==> src/rtl/button_conditioner.sv <==
// Two-channel push-button conditioner: 2-flop sync, debounce FSM, press/release/long pulses, chord detect.
// Press/release accepted DEBOUNCE_CYCLES+1 edges after the pin moves; all outputs registered, no backpressure.
module button_conditioner #(
  parameter int DEBOUNCE_CYCLES   = 12000,
  parameter int LONG_PRESS_CYCLES = 6000000,
  parameter bit ACTIVE_LOW        = 1'b1
) (
  input  logic clk,
  input  logic rst,
  input  logic button_a,
  input  logic button_b,
  output logic level_a,
  output logic level_b,
  output logic press_a,
  output logic press_b,
  output logic release_a,
  output logic release_b,
  output logic long_a,
  output logic long_b,
  output logic chord
);

  localparam int DW = $clog2(DEBOUNCE_CYCLES + 1);
  localparam int HW = $clog2(LONG_PRESS_CYCLES + 1);
  localparam logic [DW-1:0] DB_LAST   = DW'(DEBOUNCE_CYCLES - 1);
  localparam logic [HW-1:0] HOLD_MAX  = HW'(LONG_PRESS_CYCLES);
  localparam logic [HW-1:0] HOLD_LAST = HW'(LONG_PRESS_CYCLES - 1);
  localparam bit SINGLE = (DEBOUNCE_CYCLES == 1);

  typedef enum logic [1:0] {
    RELEASED    = 2'd0,
    PRESS_CHK   = 2'd1,
    PRESSED     = 2'd2,
    RELEASE_CHK = 2'd3
  } state_t;

  logic [1:0] pin_raw;
  logic [1:0] level_v;
  logic [1:0] press_v;
  logic [1:0] release_v;
  logic [1:0] long_v;
  logic       both_q, both_d;
  logic       chord_q, chord_d;

  assign pin_raw = {button_b, button_a};

  for (genvar c = 0; c < 2; c++) begin : g_ch
    logic          sync1_q, sync2_q, s;
    state_t        state_q, state_d;
    logic [DW-1:0] cnt_q, cnt_d;
    logic [HW-1:0] hold_q, hold_d;
    logic          level_q, level_d;
    logic          press_q, press_d;
    logic          release_q, release_d;
    logic          long_q, long_d;
    logic          held;

    // Sync flops reset to the idle pin level so s starts out released.
    always_ff @(posedge clk or posedge rst) begin
      if (rst) begin
        sync1_q   <= ACTIVE_LOW;
        sync2_q   <= ACTIVE_LOW;
        state_q   <= RELEASED;
        cnt_q     <= '0;
        hold_q    <= '0;
        level_q   <= 1'b0;
        press_q   <= 1'b0;
        release_q <= 1'b0;
        long_q    <= 1'b0;
      end else begin
        sync1_q   <= pin_raw[c];
        sync2_q   <= sync1_q;
        state_q   <= state_d;
        cnt_q     <= cnt_d;
        hold_q    <= hold_d;
        level_q   <= level_d;
        press_q   <= press_d;
        release_q <= release_d;
        long_q    <= long_d;
      end
    end

    assign s    = sync2_q ^ ACTIVE_LOW;
    assign held = (state_q == PRESSED) || (state_q == RELEASE_CHK);

    // The hold counter keeps running through RELEASE_CHK; only a confirmed release clears it.
    always_comb begin
      state_d = state_q;
      cnt_d   = cnt_q;
      hold_d  = (held && (hold_q != HOLD_MAX)) ? hold_q + HW'(1) : hold_q;
      case (state_q)
        RELEASED: begin
          if (s) begin
            if (SINGLE) begin
              state_d = PRESSED;
              hold_d  = '0;
            end else begin
              state_d = PRESS_CHK;
              cnt_d   = DW'(1);
            end
          end
        end
        PRESS_CHK: begin
          if (!s) begin
            state_d = RELEASED;
            cnt_d   = '0;
          end else if (cnt_q == DB_LAST) begin
            state_d = PRESSED;
            cnt_d   = '0;
            hold_d  = '0;
          end else begin
            cnt_d = cnt_q + DW'(1);
          end
        end
        PRESSED: begin
          if (!s) begin
            if (SINGLE) begin
              state_d = RELEASED;
              hold_d  = '0;
            end else begin
              state_d = RELEASE_CHK;
              cnt_d   = DW'(1);
            end
          end
        end
        RELEASE_CHK: begin
          if (s) begin
            state_d = PRESSED;
            cnt_d   = '0;
          end else if (cnt_q == DB_LAST) begin
            state_d = RELEASED;
            cnt_d   = '0;
            hold_d  = '0;
          end else begin
            cnt_d = cnt_q + DW'(1);
          end
        end
        default: begin
          state_d = RELEASED;
          cnt_d   = '0;
          hold_d  = '0;
        end
      endcase
    end

    always_comb begin
      level_d   = (state_d == PRESSED) || (state_d == RELEASE_CHK);
      press_d   = !held && level_d;
      release_d = held && !level_d;
      long_d    = held && (hold_q == HOLD_LAST);
    end

    assign level_v[c]   = level_q;
    assign press_v[c]   = press_q;
    assign release_v[c] = release_q;
    assign long_v[c]    = long_q;
  end

  always_comb begin
    both_d  = level_v[0] & level_v[1];
    chord_d = both_d & ~both_q;
  end

  always_ff @(posedge clk or posedge rst) begin
    if (rst) begin
      both_q  <= 1'b0;
      chord_q <= 1'b0;
    end else begin
      both_q  <= both_d;
      chord_q <= chord_d;
    end
  end

  assign level_a   = level_v[0];
  assign level_b   = level_v[1];
  assign press_a   = press_v[0];
  assign press_b   = press_v[1];
  assign release_a = release_v[0];
  assign release_b = release_v[1];
  assign long_a    = long_v[0];
  assign long_b    = long_v[1];
  assign chord     = chord_q;

endmodule

==> config.mk <==
export PLATFORM = sky130hd
export DESIGN_NAME = button_conditioner
export DESIGN_NICKNAME = d
export VERILOG_FILES = /design/src/rtl/button_conditioner.sv
export SDC_FILE = /design/constraint.sdc
export NUM_CORES = 1
export LEC_CHECK = 0
export CORE_MARGIN = 8
export CORE_UTILIZATION = 40
export DETAILED_ROUTE_END_ITERATION = 10
export PLACE_DENSITY = 0.62
export SYNTH_ARGS = -nofsm -noshare
export SYNTH_HDL_FRONTEND = slang
export SYNTH_SLANG_ARGS = --single-unit
==> constraint.sdc <==
create_clock -name clk -period 6.05 [get_ports clk]
set_clock_uncertainty 0.15 [all_clocks]
set_input_delay 1.21 -clock clk [delete_from_list [all_inputs] [get_ports clk]]
set_output_delay 1.21 -clock clk [all_outputs]
set_load 0.005 [all_outputs]
==> Yosys cells after proc, flatten, opt, wreduce, memory -nomap -nowiden <==
Cells that the tools add are included.
{ "totals": {"regBits": 92, "input_bits": 4, "output_inout_bits": 9, "elab_cells": 103} }
{ "classes": {"addsub": 4, "eq_ne": 20, "muxes": 36, "bitwise": 3, "n_reduce_logical": 20} }
{ "op_table": {"columns": ["op", "n"], "rows": [
  ["2-to-1 mux 23 bit", 8],
  ["2-to-1 mux 14 bit", 10],
  ["one-hot mux 14 bit (4 select lines)", 2],
  ["one-hot mux 23 bit (2 select lines)", 2],
  ["adder 23 x 1 -> 23 bit (second input constant)", 2],
  ["== test 23 bit (second input constant)", 2],
  ["!= test 23 bit (second input constant)", 2],
  ["adder 14 x 1 -> 14 bit (second input constant)", 2],
  ["== test 14 bit (second input constant)", 2],
  ["2-to-1 mux 2 bit", 12],
  ["== test 2 bit (second input constant)", 8],
  ["one-hot mux 2 bit (4 select lines)", 2],
  ["logical AND 1 bit", 8],
  ["!= test 2 bit (second input constant)", 4],
  ["== test 2 x 1 -> 1 bit (second input constant)", 2],
  ["logical NOT 1 bit", 4],
  ["logical NOT 2 bit", 2],
  ["logical OR 1 bit", 4],
  ["AND reduction 2 bit", 2],
  ["bitwise AND 1 bit", 2],
  ["inverter 1 bit", 1]
]} }

==> Longest topological paths before layout <==
{ "depth": {"word_depth": 8, "mapped_depth": 7} }

==> Worst setup path before layout <==
OpenSTA, ideal clock, no wires.
{ "synth_timing": {"path_type": "reg2reg", "start": "register g_ch[1].cnt_q[5]", "end": "register g_ch[1].hold_q[10]", "arrival_ns": 1.879, "slack_ns": 3.902, "stages_incl_launch_ff": 7, "path_cell_list": "dfrtp_1 > or4b_4 > or4_1 > nor2_1 > buf_4 > buf_6 > nor2_1"} }
{ "synth_between": {"elab_chain_cells": 4, "elab_cells_between_ends": 5, "cone_classes": "1 x eq/ne; 4 x mux"} }
{ "synth_rtl": {"columns": ["item", "line", "rtl"], "rows": [
  ["start: declaration", "50", "logic [DW-1:0] cnt_q, cnt_d;"],
  ["start signal: assignment", "74", "cnt_q <= cnt_d;"],
  ["== test 14 bit (*)", "107, 130", null],
  ["2-to-1 mux 23 bit (*)", "107, 130", null],
  ["2-to-1 mux 23 bit (on tied branches)", "127, 104", null],
  ["one-hot mux 23 bit (2 select lines) (*)", "91", "case (state_q)"],
  ["named net g_ch[1].hold_d[10]", "51", "logic [HW-1:0] hold_q, hold_d;"],
  ["end signal: assignment", "75", "hold_q <= hold_d;"],
  ["end: declaration", "51", null]
]} }
The timed path passes the listed nets; every way through them passes the cells marked *.
A chain may end at the register's enable or synchronous reset.

==> Final worst setup path <==
{ "layout_timing": {"start": "register g_ch[0].cnt_q[8]", "end": "register g_ch[0].hold_q[4]"} }
{ "layout_between": {"elab_chain_cells": 4, "elab_cells_between_ends": 5, "cone_classes": "1 x eq/ne; 4 x mux"} }
{ "layout_rtl": {"columns": ["item", "line"], "rows": [
  ["start: declaration", "50"],
  ["start signal: assignment", "74"],
  ["== test 14 bit (*)", "107, 130"],
  ["2-to-1 mux 23 bit (*)", "107, 130"],
  ["2-to-1 mux 23 bit (on tied branches)", "127, 104"],
  ["one-hot mux 23 bit (2 select lines) (*)", "91"],
  ["named net g_ch[0].hold_d[4]", "51"],
  ["end signal: assignment", "75"],
  ["end: declaration", "51"]
]} }
Marked as above.

==> run metrics <==
Final GP Congestion=approximately 0.84; CTS Hold Bufs=0; run status=completed; Slew Limit Fails=0; Seq cells post-synth=between 90 and 100; CTS sink cnt=92; Peak VDD IR=between 0.2 and 0.25 mV; Die W=123.3 microns; min cycle time layout=between 2 and 3 ns; Synth area leader=dfrtp_1; Routed Wire Length=about 9100 microns; vias=between 3000 and 4000; DPL Wire Length=roughly 6200 microns; Final #Nets=approximately 500; CP top delay family=simple AND/OR/NAND/NOR gates; reg2reg end=g_ch[0].hold_q[4]$_DFF_PP0_; most frequent cells in the layout=88 x dfrtp_1, 65 x nor2_1, 47 x nand2_1; post-synthesis sequential area ratio=50.05%; FFs w/ async S/R, synth=100.0%; initial DRC count=between 200 and 300; worst relative slew slack=~43%; leakage power=roughly 2.3 nW; die area=0.01521 sq mm; post-synthesis cell type count=between 40 and 50; PwrDens=244.7 mW/mm^2; CTS H-Tree Depth=3; CTS max path bufs=2; setup TNS=0 ns; largest net degree at the start of global routing=50; post-CTS setup buffers=0; RSZ-0062 raised after global routing=false; EDFF count, synth=0; CP max stage cell=and3_1; CTS clk-pin slew, worst paths=around 0.060 ns; cell area after synthesis=0.004609 sq mm; share of cells above drive strength 1=roughly 6.4%; Worst EP arrival=between 2 and 3 ns; clock root buffer=clkbuf_16; GRT Util Overall=approximately an eighth; Area Overhead vs Synth=11.48%; DRT Pass-1 Iters=4; Synthesized Nets=just under 500; Die H=roughly 120 microns; Hold Vio Cnt, Final=0; Buf/Inv on CP=0; Initial Utilization=40.72%; IO Pins=13; Remaining DRCs=0; Max Freq=roughly 0.36 GHz; vias in the first global route=around 3300; ANT cells=0; fin crit share=a little under half; Vias per Instance=~5.4; initial antenna violation count=0; CP Data Required Time=a little over 6 ns; final core utilization=between 40% and 50%; FF-to-FF Start=g_ch[0].cnt_q[8]$_DFFE_PP0P_; fillers=between 1000 and 1500; crit path kind=flip-flop to flip-flop; worst-skew pair later-pin latency=between 0.3 and 0.4 ns; CP endpoint=g_ch[0].hold_q[4]$_DFF_PP0_; Mapped Cells=between 400 and 500; post-route ant nets=0; Worst Tran Pin Value=roughly 0.86 ns; total grt overflow=0; Crit. End Element=flip-flop; crit path from=g_ch[0].cnt_q[8]$_DFFE_PP0P_; Top FF cell, synth=dfrtp_1; R2R setup slack=between 3 and 4 ns; slowest stage delay, CP=around 0.82 ns; Core ar.=0.01132 sq mm; final setup vio count=0; syn_area_per_cell=about 9.6 sq um; Yosys top cell area share=between 40% and 50%; Worst Hold Class=flip-flop to flip-flop; post-cts repair resize count=0; Worst Path Max Fanout=23; wire length per cell=roughly 14 microns; R2R cell count=4; Area contributors post-synth=dfrtp_1 48%, xor2_1 5.3%, nor2_1 5.3%; std cell rows=39; first-pass GRT wire length=15840 microns; max-cap check violation count=0; TritonCTS buffer count=9; crit-path cells=or4b_4 > nor4b_4 > and3_1 > nor2_1; Yosys Warn Count=0; CTS tree=built; CP startpoint kind=flip-flop; PortBufs=12; critical path depth=4; most common cell after layout, fill and taps aside=dfrtp_1
==> per-stage QoR <==
stage                     instance area (sq um)  setup WS, ns  hold slack, ns  std cells  power (W)
after floorplan                            4609         2.305          0.1952        480  0.0006916
after global placement                     4836         3.068          0.1965        624  0.0007057
after detailed placement                   4836         3.062          0.1981        624  0.0007067
after CTS                                  5139         3.273          0.2076        640   0.001280
after global routing                       5139         3.074          0.2122        640   0.001312
final                                      5139         3.254          0.2062        640   0.001258
==> report_power, final <==
part	switching [W]	internal [W]
sequential	0.0000195	0.000629
clock	0.000230	0.000333
combinational	0.0000301	0.0000161
total	0.000280	0.000978
==> routing by layer <==
layer	global-route usage (%)	part of all wire, %
met5	0	0
met3	4.064	3.1
met1	16.44	48
met4	5.267	0.60
met2	20.55	48
==> cell usage after synthesis, drive strengths merged, types with 3 or more instances <==
| cell | instances |
|---|---|
| a31oi | 7 |
| and3 | 18 |
| nor3 | 17 |
| a21o | 3 |
| or2 | 5 |
| xor2 | 28 |
| dfstp | 4 |
| nor4b | 4 |
| nor4bb | 3 |
| nand4 | 22 |
| a22o | 3 |
| buf | 8 |
| nor2b | 3 |
| nor4 | 6 |
| a21oi | 8 |
| inv | 11 |
| o21ai | 28 |
| nand3 | 35 |
| clkbuf | 5 |
| nand2 | 47 |
| dfrtp | 88 |
| and4 | 4 |
| nor3b | 4 |
| xnor2 | 18 |
| or3 | 7 |
| nor2 | 66 |
| ha | 6 |
| and2 | 4 |
==> kinds of logic after synthesis <==
logic type      after synthesis  share of synthesized area (%)
mux                           2                         0.4343
buf+inv                      24                          2.823
fa+ha+maj                     6                          1.629
compound gates               61                          8.198
flops                        92                          50.05
simple gates                249                          28.12
xor+xnor                     46                          8.741
==> area by class of cell <==
class	count	area [sq um]	area share [%]
well taps	143	178.9	3.482
clock inverters	5	60.06	1.169
inverters	11	42.54	0.8279
multi-input cells	364	2172	42.27
clock buffers	11	242.7	4.724
flip-flops and latches	92	2307	44.90
repair buffers	14	135.1	2.630
==> flip-flops by register name, summed over array words and instances (netlist names), 2 cells and up <==
| name | cells |
|---|---|
| g_ch.cnt_q | 28 |
| g_ch.hold_q | 46 |
| g_ch.sync2_q | 2 |
| g_ch.sync1_q | 2 |
| g_ch.state_q | 4 |
==> how the worst min path moves through the flow <==
| stage | startpoint | endpoint | slack (ns) | depth (start not counted) |
|---|---|---|---|---|
| floorplan | g_ch[0].sync1_q$_DFF_PP1_ | g_ch[0].sync2_q$_DFF_PP1_ | 0.20 | 0 |
| global placement | g_ch[0].sync1_q$_DFF_PP1_ | g_ch[0].sync2_q$_DFF_PP1_ | 0.20 | 0 |
| detailed placement | g_ch[0].sync1_q$_DFF_PP1_ | g_ch[0].sync2_q$_DFF_PP1_ | 0.20 | 0 |
| CTS | g_ch[0].sync1_q$_DFF_PP1_ | g_ch[0].sync2_q$_DFF_PP1_ | 0.21 | 0 |
| global route | g_ch[1].sync1_q$_DFF_PP1_ | g_ch[1].sync2_q$_DFF_PP1_ | 0.21 | 0 |
| finish | g_ch[0].sync1_q$_DFF_PP1_ | g_ch[0].sync2_q$_DFF_PP1_ | 0.21 | 0 |
No activity file was read; power rests on OpenSTA's default activity.
